**src/rtl/uart_pkg.sv**
```systemverilog
// Shared types for the UART transmit queue: drain FSM states and the byte type.
package uart_pkg;

  typedef enum logic [1:0] {
    IDLE,
    ISSUE,
    SETTLE,
    WAIT
  } state_t;

  typedef logic [7:0] byte_t;

endpackage

```
**src/rtl/dual_push_fifo.sv**
```systemverilog
// Two-writer, one-reader byte FIFO; a push is written on the clock edge that samples it, and a pop frees space on the following cycle.
// Each source has its own ready. Source 1 needs two free slots, so a dual push always fits; a push while not ready is dropped and sets a sticky flag.
module dual_push_fifo
  import uart_pkg::*;
#(
  parameter int DEPTH = 16,
  localparam int PTR_W = $clog2(DEPTH)
) (
  input  logic           clock,
  input  logic           reset,
  input  logic           i_push0,
  input  byte_t          i_data0,
  input  logic           i_push1,
  input  byte_t          i_data1,
  input  logic           i_pop,
  output logic           o_ready0,
  output logic           o_ready1,
  output byte_t          o_rd_data,
  output logic [PTR_W:0] o_count,
  output logic           o_overflow
);

  localparam int CNT_W = PTR_W + 1;

  byte_t            r_mem [DEPTH];
  logic [PTR_W-1:0] r_wr_ptr;
  logic [PTR_W-1:0] r_rd_ptr;
  logic [PTR_W:0]   r_count;
  logic             r_overflow;
  logic             w_acc0;
  logic             w_acc1;
  logic             w_drop;

  assign o_ready0   = (r_count <= CNT_W'(DEPTH - 1));
  assign o_ready1   = (r_count <= CNT_W'(DEPTH - 2));
  assign w_acc0     = i_push0 & o_ready0;
  assign w_acc1     = i_push1 & o_ready1;
  assign w_drop     = (i_push0 & ~o_ready0) | (i_push1 & ~o_ready1);
  assign o_rd_data  = r_mem[r_rd_ptr];
  assign o_count    = r_count;
  assign o_overflow = r_overflow;

  // Source 0 always lands first; source 1 slides up one slot when both fire.
  always_ff @(posedge clock) begin
    if (w_acc0) r_mem[r_wr_ptr] <= i_data0;
    if (w_acc1) r_mem[r_wr_ptr + PTR_W'(w_acc0)] <= i_data1;
  end

  always_ff @(posedge clock) begin
    if (reset) begin
      r_wr_ptr   <= '0;
      r_rd_ptr   <= '0;
      r_count    <= '0;
      r_overflow <= 1'b0;
    end else begin
      r_wr_ptr   <= r_wr_ptr + PTR_W'(w_acc0) + PTR_W'(w_acc1);
      r_rd_ptr   <= r_rd_ptr + PTR_W'(i_pop);
      r_count    <= r_count + CNT_W'(w_acc0) + CNT_W'(w_acc1) - CNT_W'(i_pop);
      r_overflow <= r_overflow | w_drop;
    end
  end

endmodule

```
**src/rtl/uart_tx_queue.sv**
```systemverilog
// Merges two byte producers into one ordered queue and drains it into UartTx; push-to-tx_start is 2 cycles minimum.
// Per-source ready from the FIFO; draining waits for tx_busy low, with one settle cycle after each start.
module uart_tx_queue
  import uart_pkg::*;
#(
  parameter int DEPTH = 16,
  localparam int PTR_W = $clog2(DEPTH)
) (
  input  logic           clock,
  input  logic           reset,
  input  logic           push0,
  input  logic [7:0]     data0,
  input  logic           push1,
  input  logic [7:0]     data1,
  output logic           ready0,
  output logic           ready1,
  output logic           tx_start,
  output logic [7:0]     sdata,
  input  logic           tx_busy,
  output logic [PTR_W:0] count,
  output logic           overflow
);

  state_t         r_state;
  byte_t          r_sdata;
  logic           r_tx_start;
  logic           w_pop;
  byte_t          w_rd_data;
  logic [PTR_W:0] w_count;

  dual_push_fifo #(
    .DEPTH(DEPTH)
  ) u_fifo (
    .clock      (clock),
    .reset      (reset),
    .i_push0    (push0),
    .i_data0    (data0),
    .i_push1    (push1),
    .i_data1    (data1),
    .i_pop      (w_pop),
    .o_ready0   (ready0),
    .o_ready1   (ready1),
    .o_rd_data  (w_rd_data),
    .o_count    (w_count),
    .o_overflow (overflow)
  );

  assign w_pop    = (r_state == IDLE) && (w_count != '0) && !tx_busy;
  assign tx_start = r_tx_start;
  assign sdata    = r_sdata;
  assign count    = w_count;

  // SETTLE ignores tx_busy because the transmitter raises it one cycle after the start pulse.
  always_ff @(posedge clock) begin
    if (reset) begin
      r_state    <= IDLE;
      r_sdata    <= 8'h00;
      r_tx_start <= 1'b0;
    end else begin
      case (r_state)
        IDLE: begin
          if (w_pop) begin
            r_sdata    <= w_rd_data;
            r_tx_start <= 1'b1;
            r_state    <= ISSUE;
          end
        end
        ISSUE: begin
          r_tx_start <= 1'b0;
          r_state    <= SETTLE;
        end
        SETTLE: r_state <= WAIT;
        WAIT: begin
          if (!tx_busy) r_state <= IDLE;
        end
        default: begin
          r_tx_start <= 1'b0;
          r_state    <= IDLE;
        end
      endcase
    end
  end

endmodule

```
**config.mk**
```make
export PLATFORM = sky130hd
export DESIGN_NAME = uart_tx_queue
export DESIGN_NICKNAME = d
export VERILOG_FILES = /design/src/rtl/uart_pkg.sv /design/src/rtl/dual_push_fifo.sv /design/src/rtl/uart_tx_queue.sv
export SDC_FILE = /design/constraint.sdc
export NUM_CORES = 1
export LEC_CHECK = 0
export BUFFER_PORTS_ARGS = -buffer_cell sky130_fd_sc_hd__buf_2
export CAP_MARGIN = 20
export CORE_MARGIN = 1
export CORE_UTILIZATION = 40
export CTS_CLUSTER_SIZE = 40
export DETAILED_ROUTE_END_ITERATION = 10
export SETUP_SLACK_MARGIN = 0.4
export SKIP_CTS_REPAIR_TIMING = 1
export SLEW_MARGIN = 10
export SYNTH_ARGS = -nofsm -noshare
export SYNTH_HDL_FRONTEND = slang
export SYNTH_SLANG_ARGS = --single-unit
```
**constraint.sdc**
```tcl
create_clock -name clock -period 4.2 [get_ports clock]
set_input_delay 1.05 -clock clock [delete_from_list [all_inputs] [get_ports clock]]
set_output_delay 1.05 -clock clock [all_outputs]
set_load 0.01 [all_outputs]
```
==> results of run 1 <==
-- final cells by class --
cell class / instances / area (µm²)
clock buffers: 24 / 461.7
clock inverters: 8 / 121.4
fillers: 1811 / 10980
inverters: 16 / 60.06
multi-input cells: 318 / 3571
flip-flops and latches: 153 / 4345
well taps: 270 / 337.8
repair buffers: 51 / 287.8
-- flip-flops by register name (all words and copies together) (netlist names) --
| signal | flops |
|---|---|
| tx_start | 1 |
| r_state | 2 |
| u_fifo.r_mem | 128 |
| u_fifo.o_count | 5 |
| u_fifo.o_overflow | 1 |
| u_fifo.r_wr_ptr | 4 |
| sdata | 8 |
| u_fifo.r_rd_ptr | 4 |
-- worst paths after layout --
check,start,cells after the start,end
setup / recovery,u_fifo.o_count[4],11,u_fifo.r_mem[15][2]
hold reg to reg,tx_start,2,tx_start
hold / removal,tx_start,2,tx_start
setup reg to reg,u_fifo.o_count[4],11,u_fifo.r_mem[15][2]
-- through the flow --
step                hold WS, ns    util  power [mW]  area [µm²]
global route             0.4908  0.4554       5.314        9185
global placement         0.4556  0.4244       3.540        8559
floorplan                0.4898       -       3.133        8204
CTS                      0.4741  0.4533       5.114        9143
finish                   0.4663  0.4554       5.089        9185
detailed placement       0.4639  0.4244       3.575        8559
-- power by group through the flow --
stage          sequential [mW]  combinational, mW  clock (mW)
3_5_place_dp              2.12               1.46           0
3_3_place_gp              2.11               1.43           0
4_1_cts                   2.09               1.47        1.56
2_1_floorplan             2.03               1.11           0
6_report                  2.08               1.47        1.53
5_1_grt                   2.11               1.59        1.61
-- synthesized netlist by cell type, types with 2 or more instances --
cell type	number	area (µm²)
sky130_fd_sc_hd__edfxtp_1	128	3844
sky130_fd_sc_hd__mux2_2	96	1081
sky130_fd_sc_hd__mux4_2	32	720.7
sky130_fd_sc_hd__dfxtp_1	25	500.5
sky130_fd_sc_hd__clkbuf_1	24	90.09
sky130_fd_sc_hd__mux2_4	24	360.4
sky130_fd_sc_hd__ha_1	19	237.7
sky130_fd_sc_hd__mux2i_1	18	180.2
sky130_fd_sc_hd__inv_1	16	60.06
sky130_fd_sc_hd__o21ai_0	12	60.06
sky130_fd_sc_hd__nand3b_1	11	82.58
sky130_fd_sc_hd__nand2_1	10	37.54
sky130_fd_sc_hd__nor2_1	10	37.54
sky130_fd_sc_hd__nand2_2	9	56.30
sky130_fd_sc_hd__mux2_1	8	90.09
sky130_fd_sc_hd__o221ai_1	8	70.07
sky130_fd_sc_hd__buf_2	6	30.03
sky130_fd_sc_hd__xnor2_1	6	52.55
sky130_fd_sc_hd__buf_6	5	56.30
sky130_fd_sc_hd__nand2b_1	5	31.28
sky130_fd_sc_hd__nor2b_1	5	31.28
sky130_fd_sc_hd__o21bai_1	5	37.54
sky130_fd_sc_hd__a21oi_1	4	20.02
sky130_fd_sc_hd__and2_4	3	26.28
sky130_fd_sc_hd__buf_12	3	60.06
sky130_fd_sc_hd__nand2_4	3	33.78
sky130_fd_sc_hd__and4b_1	2	20.02
sky130_fd_sc_hd__fa_1	2	40.04
sky130_fd_sc_hd__nand3_1	2	10.01
sky130_fd_sc_hd__o22ai_1	2	12.51
sky130_fd_sc_hd__o22ai_2	2	25.02
sky130_fd_sc_hd__or3_1	2	12.51
sky130_fd_sc_hd__xor2_1	2	17.52
-- routing by layer --
metal,track usage,up-vias,wire [µm]
met2,0.3293,111,10190
met4,0.04421,0,100
met5,0,-,0
li1,-,2100,-
met3,0.04434,7,1003
met1,0.2718,2407,9188
-- worst register-to-register path: cells and delay by family, from the launching register on --
| family | cells | cell delay [ns] |
|---|---|---|
| compound gates | 3 | 1.06 |
| fa+ha+maj | 3 | 0.78 |
| flops | 1 | 0.42 |
| buf+inv | 3 | 0.38 |
| simple gates | 2 | 0.50 |
-- cells by family after synthesis --
logic type / after synthesis / synth area share
DFF: 153 / 0.5295
adders and majority gates: 21 / 0.03386
AOI/OAI and AO/OA: 42 / 0.03965
buffers and inverters: 54 / 0.03615
and+or+nand+nor: 68 / 0.05384
muxes: 178 / 0.2965
xor gates and xnor gates: 9 / 0.01052
==> summary by stage, run 1 <==
Pwr
Summed over all nets, the switching power comes to 1.545 mW. Of the total power, the share spent switching nets is 0.3037. The share of total power dissipated in the clock network is 0.302.

The power density over cell area is 554.0 nW/µm². The share of total power dissipated in sequential elements is 0.409. The power share of the combinational group is 0.290. The leakage component of the power is 3.265 nW. The internal power of the cells totals 3.543 mW.

The worst-case IR drop observed on VDD is 0.2650 mV.

GRT
In the global route stage, overall resource usage came out at 0.2006. Summed over all layers, the global routing overflow is 0. The largest net degree at the start of global routing is 28. The initial antenna violation count was 0. The via count of the first global-routing pass is 4817. The wire length of the first global-routing pass is 30410 µm.

Status
The flow ran to the end, and the final reports show no timing, DRC or antenna violations.

Yosys
The most used flip-flop cell after synthesis is sky130_fd_sc_hd__edfxtp_1. Counting distinct cell types in the post-synthesis netlist gives 49. The number of enable flip-flop cells after synthesis is 128. Dividing the synthesized area by the synthesized cell count gives 15.63 µm². The net count after synthesis is 567. The count of warnings emitted by yosys is 0. The sequential area share after synthesis is 0.5295. After technology mapping, the gate count stands at 525. The cell area after technology mapping is 8204 µm². Counting flops and latches in the post-synthesis netlist gives 153.

Counting flops with an async set or reset pin after synthesis yields a share of 0.

Final layout
Excluding fillers, the count of instances in the completed layout stands at 840. In the final layout, the share of cells above drive strength 1 is 0.4474. The net total in the final layout is 599. The most common library cell in the layout ignoring fill and taps is sky130_fd_sc_hd__edfxtp_1.

In the layout the commonest cells are sky130_fd_sc_hd__edfxtp_1 (128), sky130_fd_sc_hd__mux2_2 (96), sky130_fd_sc_hd__buf_2 (41). Compared with the post-synthesis result, the final layout area differs by 11.96%. The total inserted antenna cells is 0.

Worst setup path
The worst setup path is captured at a flip-flop. The required arrival time at the worst endpoint is 4.25 ns. On the critical path, the stage with the largest delay is an instance of sky130_fd_sc_hd__dfxtp_1. The gate family responsible for the most delay along the worst path is compound AO/OA/AOI/OAI gates. The worst setup path is launched from a flip-flop. In this design, the stage delay of the slowest critical-path cell is 0.42 ns. The number of buffers and inverters on the critical path is 3. The critical path in this run is classified as flip-flop to flip-flop. In this run the register-to-register setup slack is 0.67 ns. Walking the worst path, the cells encountered are inv_1 > ha_1 > a41oi_1 > nand2_1 > inv_1 > ha_1 > ha_1 > inv_1 > o22ai_1 > and2_4 > o21bai_1. At the worst endpoint, the arrival time is 3.58 ns. The largest driver fanout on the critical path is 9.

Timing
The number of hold violations in the final report is 0. For the pin with the worst max-slew slack, the measured transition is 1.075 ns. The final sum of negative setup slack is 0 ns. Setup violations remaining at the end of the flow were counted as 0.

Setup repair after global routing left no endpoint under its margin. The worst relative slew slack is 0.2756. The share of the cycle needed by the critical path after routing is 0.8404. The smallest setup slack after layout is 0.6703 ns. The shortest period the worst path allows is 3.530 ns. The clock arrives with 0.01787 ns of skew. Static timing analysis puts the maximum clock frequency at 283.3 MHz. The total count of max-transition violations in the final report is 0.

Clocking
The number of sinks driven by the clock tree is 153. The insertion delay to the later sink of the worst-skew pair is 0.44 ns. The cell sitting at the root of the clock tree is a sky130_fd_sc_hd__clkbuf_16. The number of buffers between clock root and the deepest sink is 2.

Clock-pin slew was measured on the worst setup and hold paths at 0.06 ns. TritonCTS built the clock tree. The total clock buffers created by CTS is 17.

The number of levels the H-tree was split into is 4.

Die
The total core area is 20170 µm². The number of core rows is 52. The initial utilization of the core area, before any placement, comes to 0.4068. Measured along the y axis, the die boundary spans 145.2 µm. The floorplan step defined a die boundary enclosing 21090 µm². The die extent in x is 145.2 µm.

The total I/O pin count is 38.

Place
Prior to clock tree synthesis, the placed netlist has a worst setup slack of 0.5172 ns. The placed instance count is 803. The final weighted congestion in routability-driven placement is 0.8427.

The count of buffers added on input and output ports is 37. The detailed placement HPWL is 13560 µm.

Hold path
The classification of the worst-slack hold path is flip-flop to flip-flop.

Drt
The total DRC errors in the routed layout is 0. The violation count after the first detailed-routing iteration is 404. The total routed wirelength is 20490 µm.

The first-pass detailed-route iteration total is 4. Using the TritonRoute via totals, the vias-per-cell ratio works out to 5.506. After detailed routing, the average wire length per cell comes to 24.39 µm. The total via count after detailed routing is 4625. In this run the remaining antenna-violating nets after routing total 0.

Job
The reported max-cap violation count is 0.
(Power assumes the default switching activity.)
==> run 2, diff against run 1 <==
- clock period: 4.2 -> 3.7 ns (I/O delays scaled with it)
==> summary by stage, run 2 (synthesized netlist as in run 1, its figures left out) <==
Status
The flow ran to the end, and the final reports show no timing, DRC or antenna violations.

Hold path
The worst min-delay path endpoint is tx_start. The worst hold path cell count is 2 (unchanged). The classification of the worst-slack hold path is flip-flop to flip-flop. The worst hold path begins at tx_start.

Worst setup path
The required arrival time at the worst endpoint is 3.82 ns (-0.43 ns). The critical path endpoint category is a flip-flop. The worst setup path is launched from a flip-flop. The signal on the critical path passes through inv_1 > ha_1 > a41oi_2 > nand2_1 > inv_1 > ha_1 > nand2_1 > xnor2_2 > o22ai_4 > nand2_2 > o21ai_2 > buf_2.

The critical path in this run is classified as flip-flop to flip-flop. The data arrival time at the worst-slack endpoint came to 3.24 ns (-0.34 ns). The startpoint identified for the worst register-to-register timing path is u_fifo.o_count[4].

In this run the critical register-to-register path is captured at u_fifo.r_mem[4][1]. Grouping stages by cell kind, the critical path spends the most delay in compound AO/OA/AOI/OAI gates. The worst-case register-to-register setup slack was 0.58 ns (-0.09 ns). The worst stage delay on the critical path is 0.44 ns (+0.02 ns). The cell depth of the worst flop-to-flop path is 12 (+1). The number of buffers and inverters on the critical path is 3 (unchanged). The largest driver fanout on the critical path is 9 (unchanged). The critical path's slowest cell is sky130_fd_sc_hd__dfxtp_1.

Die
The number of core rows came to 52 (unchanged). The area of the die came to 21090 µm² (unchanged). The initial cell density of the core is 0.4068 (unchanged). The total I/O pin count is 38 (unchanged). The total core area was 20170 µm² (unchanged). The die boundary height came to 145.2 µm (unchanged).

The die extent in x came to 145.2 µm (unchanged).

Final layout
Leaving out fill and tap cells, the most frequent cell in the layout is sky130_fd_sc_hd__edfxtp_1. The library cells used most frequently in the layout, excluding fill and tap cells, are sky130_fd_sc_hd__edfxtp_1 (128), sky130_fd_sc_hd__mux2_2 (96), sky130_fd_sc_hd__buf_2 (38). The share of final-layout standard cells stronger than drive strength 1 was 0.4721 (+0.02476).

The post-layout utilization of the core is 0.4632 (+0.007816). The filler-free cell count of the finished design was 844 (+0.48%). The net total in the final layout was 603 (+0.67%). The total inserted antenna cells came to 0 (unchanged). The number of flip-flops under the largest register name is 128 (unchanged). The area growth from synthesis to layout is 13.88%. The number of fill cells is 1783 (-1.5%).

Ranked by flip-flop count, first place goes to u_fifo.r_mem. The post-route standard cell area excluding fillers came to 9343 µm² (+1.7%).

Clocking
The number of levels the H-tree was split into came to 4 (unchanged). The number of buffers between clock root and the deepest sink is 2 (unchanged). The cell at the root of the clock tree is sky130_fd_sc_hd__clkbuf_16. TritonCTS built the clock tree. The clock-pin slew on the worst setup and hold paths is 0.06 ns (about the same).

The insertion delay to the later sink of the worst-skew pair is 0.42 ns (-0.02 ns). The number of sinks driven by the clock tree is 153 (unchanged). The total clock buffers created by CTS is 17 (unchanged).

GRT
The total global-route track usage is 0.1953 (-0.005384). The wire length of the first global-routing pass was 29760 µm (-2.1%). The largest net degree at the start of global routing is 28 (unchanged). The remaining global-route overflow was 0 (unchanged). The initial antenna violation count is 0 (unchanged). The via count of the first global-routing pass was 4801 (-0.33%).

Timing
The transition at the pin with the smallest max-transition slack is 1.051 ns (-0.02428 ns). The final sum of negative setup slack was 0 ns (unchanged). The count of final setup violators is 0 (unchanged).

The highest clock frequency the design can meet is 320.2 MHz (+13%). The total count of max-transition violations in the final report came to 0 (unchanged). The clock tree skew after final layout is 0.006215 ns (-0.01165 ns).

Setup repair after global routing could not meet its margin everywhere. The worst relative slew slack came to 0.2984 (+0.02281). The number of hold violations in the final report is 0 (unchanged).

The share of the cycle needed by the critical path after routing is 0.8440 (+0.003619). The shortest period the worst path allows is 3.123 ns (-0.4068 ns).

Place
The count of buffers inserted at the top-level ports came to 37 (unchanged). The placed instance count is 810 (+0.87%). The final weighted congestion in routability-driven placement is 0.8159 (-3.2%). The detailed placement HPWL is 13080 µm (-3.5%). The placed cell area is 8610 µm² (+0.58%).

Pwr
The leakage component of the power came to 3.325 nW (+1.9%). The power density over cell area was 632.4 nW/µm² (+14%). The maximum vdd drop is 0.3026 mV (+14%).

Job
The reported max-cap violation count came to 0 (unchanged).

Drt
The routed wire length per instance is 23.18 µm (-5.0%). The total via count after detailed routing is 4719 (+2.0%). The mean number of vias per cell is 5.591 (+1.5%). The first-pass detailed-route iteration total came to 5 (+1). The total routed wirelength is 19570 µm (-4.5%).

The violation count after the first detailed-routing iteration was 345 (-15%). The total DRC errors in the routed layout was 0 (unchanged). The final antenna-violating net count is 0 (unchanged).
[run 2: cell types whose count changed in the layout (fill, tap and decap cells not counted), moves of 3 or more]
cell,delta
sky130_fd_sc_hd__nand2_2,-3
sky130_fd_sc_hd__clkbuf_1,-6
sky130_fd_sc_hd__buf_4,+6
sky130_fd_sc_hd__clkinv_1,+3
sky130_fd_sc_hd__buf_2,-3
sky130_fd_sc_hd__nand2_4,+3
[run 2: worst register-to-register path, stage by stage, from the launching register on]
cell and delay, ns:
sky130_fd_sc_hd__dfxtp_1 0.44, sky130_fd_sc_hd__inv_1 0.10, sky130_fd_sc_hd__ha_1 0.25, sky130_fd_sc_hd__a41oi_2 0.22
sky130_fd_sc_hd__nand2_1 0.12, sky130_fd_sc_hd__inv_1 0.12, sky130_fd_sc_hd__ha_1 0.22, sky130_fd_sc_hd__nand2_1 0.18
sky130_fd_sc_hd__xnor2_2 0.24, sky130_fd_sc_hd__o22ai_4 0.27, sky130_fd_sc_hd__nand2_2 0.22, sky130_fd_sc_hd__o21ai_2 0.19
sky130_fd_sc_hd__buf_2 0.24
[run 2: worst max path at each step]
stage | startpoint | to | slack, ns | cells past startpoint
3_5_place_dp | u_fifo.o_count[4] | u_fifo.r_mem[12][5] | 0.15 | 11
4_1_cts | u_fifo.o_count[4] | u_fifo.r_mem[12][2] | 0.12 | 11
2_1_floorplan | u_fifo.o_count[2] | u_fifo.r_mem[13][0] | 0.56 | 12
3_3_place_gp | push0 | u_fifo.r_mem[12][2] | 0.29 | 10
5_1_grt | u_fifo.o_count[2] | u_fifo.r_mem[4][6] | 0.34 | 12
6_report | u_fifo.o_count[4] | u_fifo.r_mem[4][1] | 0.58 | 12
[run 2: through the flow]
step / hold slack (ns) / power, mW / worst slack, ns
final: 0.4687 / 5.908 / 0.5771
after detailed placement: 0.4720 / 4.106 / 0.1548
after global placement: 0.4566 / 4.059 / 0.2932
after floorplan: 0.4898 / 3.556 / 0.5647
after global routing: 0.5087 / 6.196 / 0.3412
after CTS: 0.4813 / 5.896 / 0.1214
[run 2: where the power goes]
part	internal (mW)	total, mW	switching [mW]
registers	2.15	2.34	0.191
logic	0.850	1.79	0.936
clock network	1.12	1.78	0.667
[run 2: per-layer routing]
layer / part of all wire / track usage / vias to the layer above / wire length [µm]
met1: 0.46 / 0.2663 / 2433 / 8934
met5: 0 / 0 / - / 0
met3: 0.050 / 0.04025 / 23 / 985
met2: 0.48 / 0.3125 / 154 / 9332
li1: - / - / 2109 / -
met4: 0.016 / 0.06053 / 0 / 314
[run 2: final cells by class]
class / instances / area (µm²) / area share
inverters: 16 / 60.06 / 0.006428
clock buffers: 17 / 425.4 / 0.04553
multi-input cells: 318 / 3647 / 0.3904
clock inverters: 15 / 182.7 / 0.01955
flip-flops and latches: 153 / 4347 / 0.4652
repair buffers: 55 / 342.8 / 0.03669
well taps: 270 / 337.8 / 0.03616
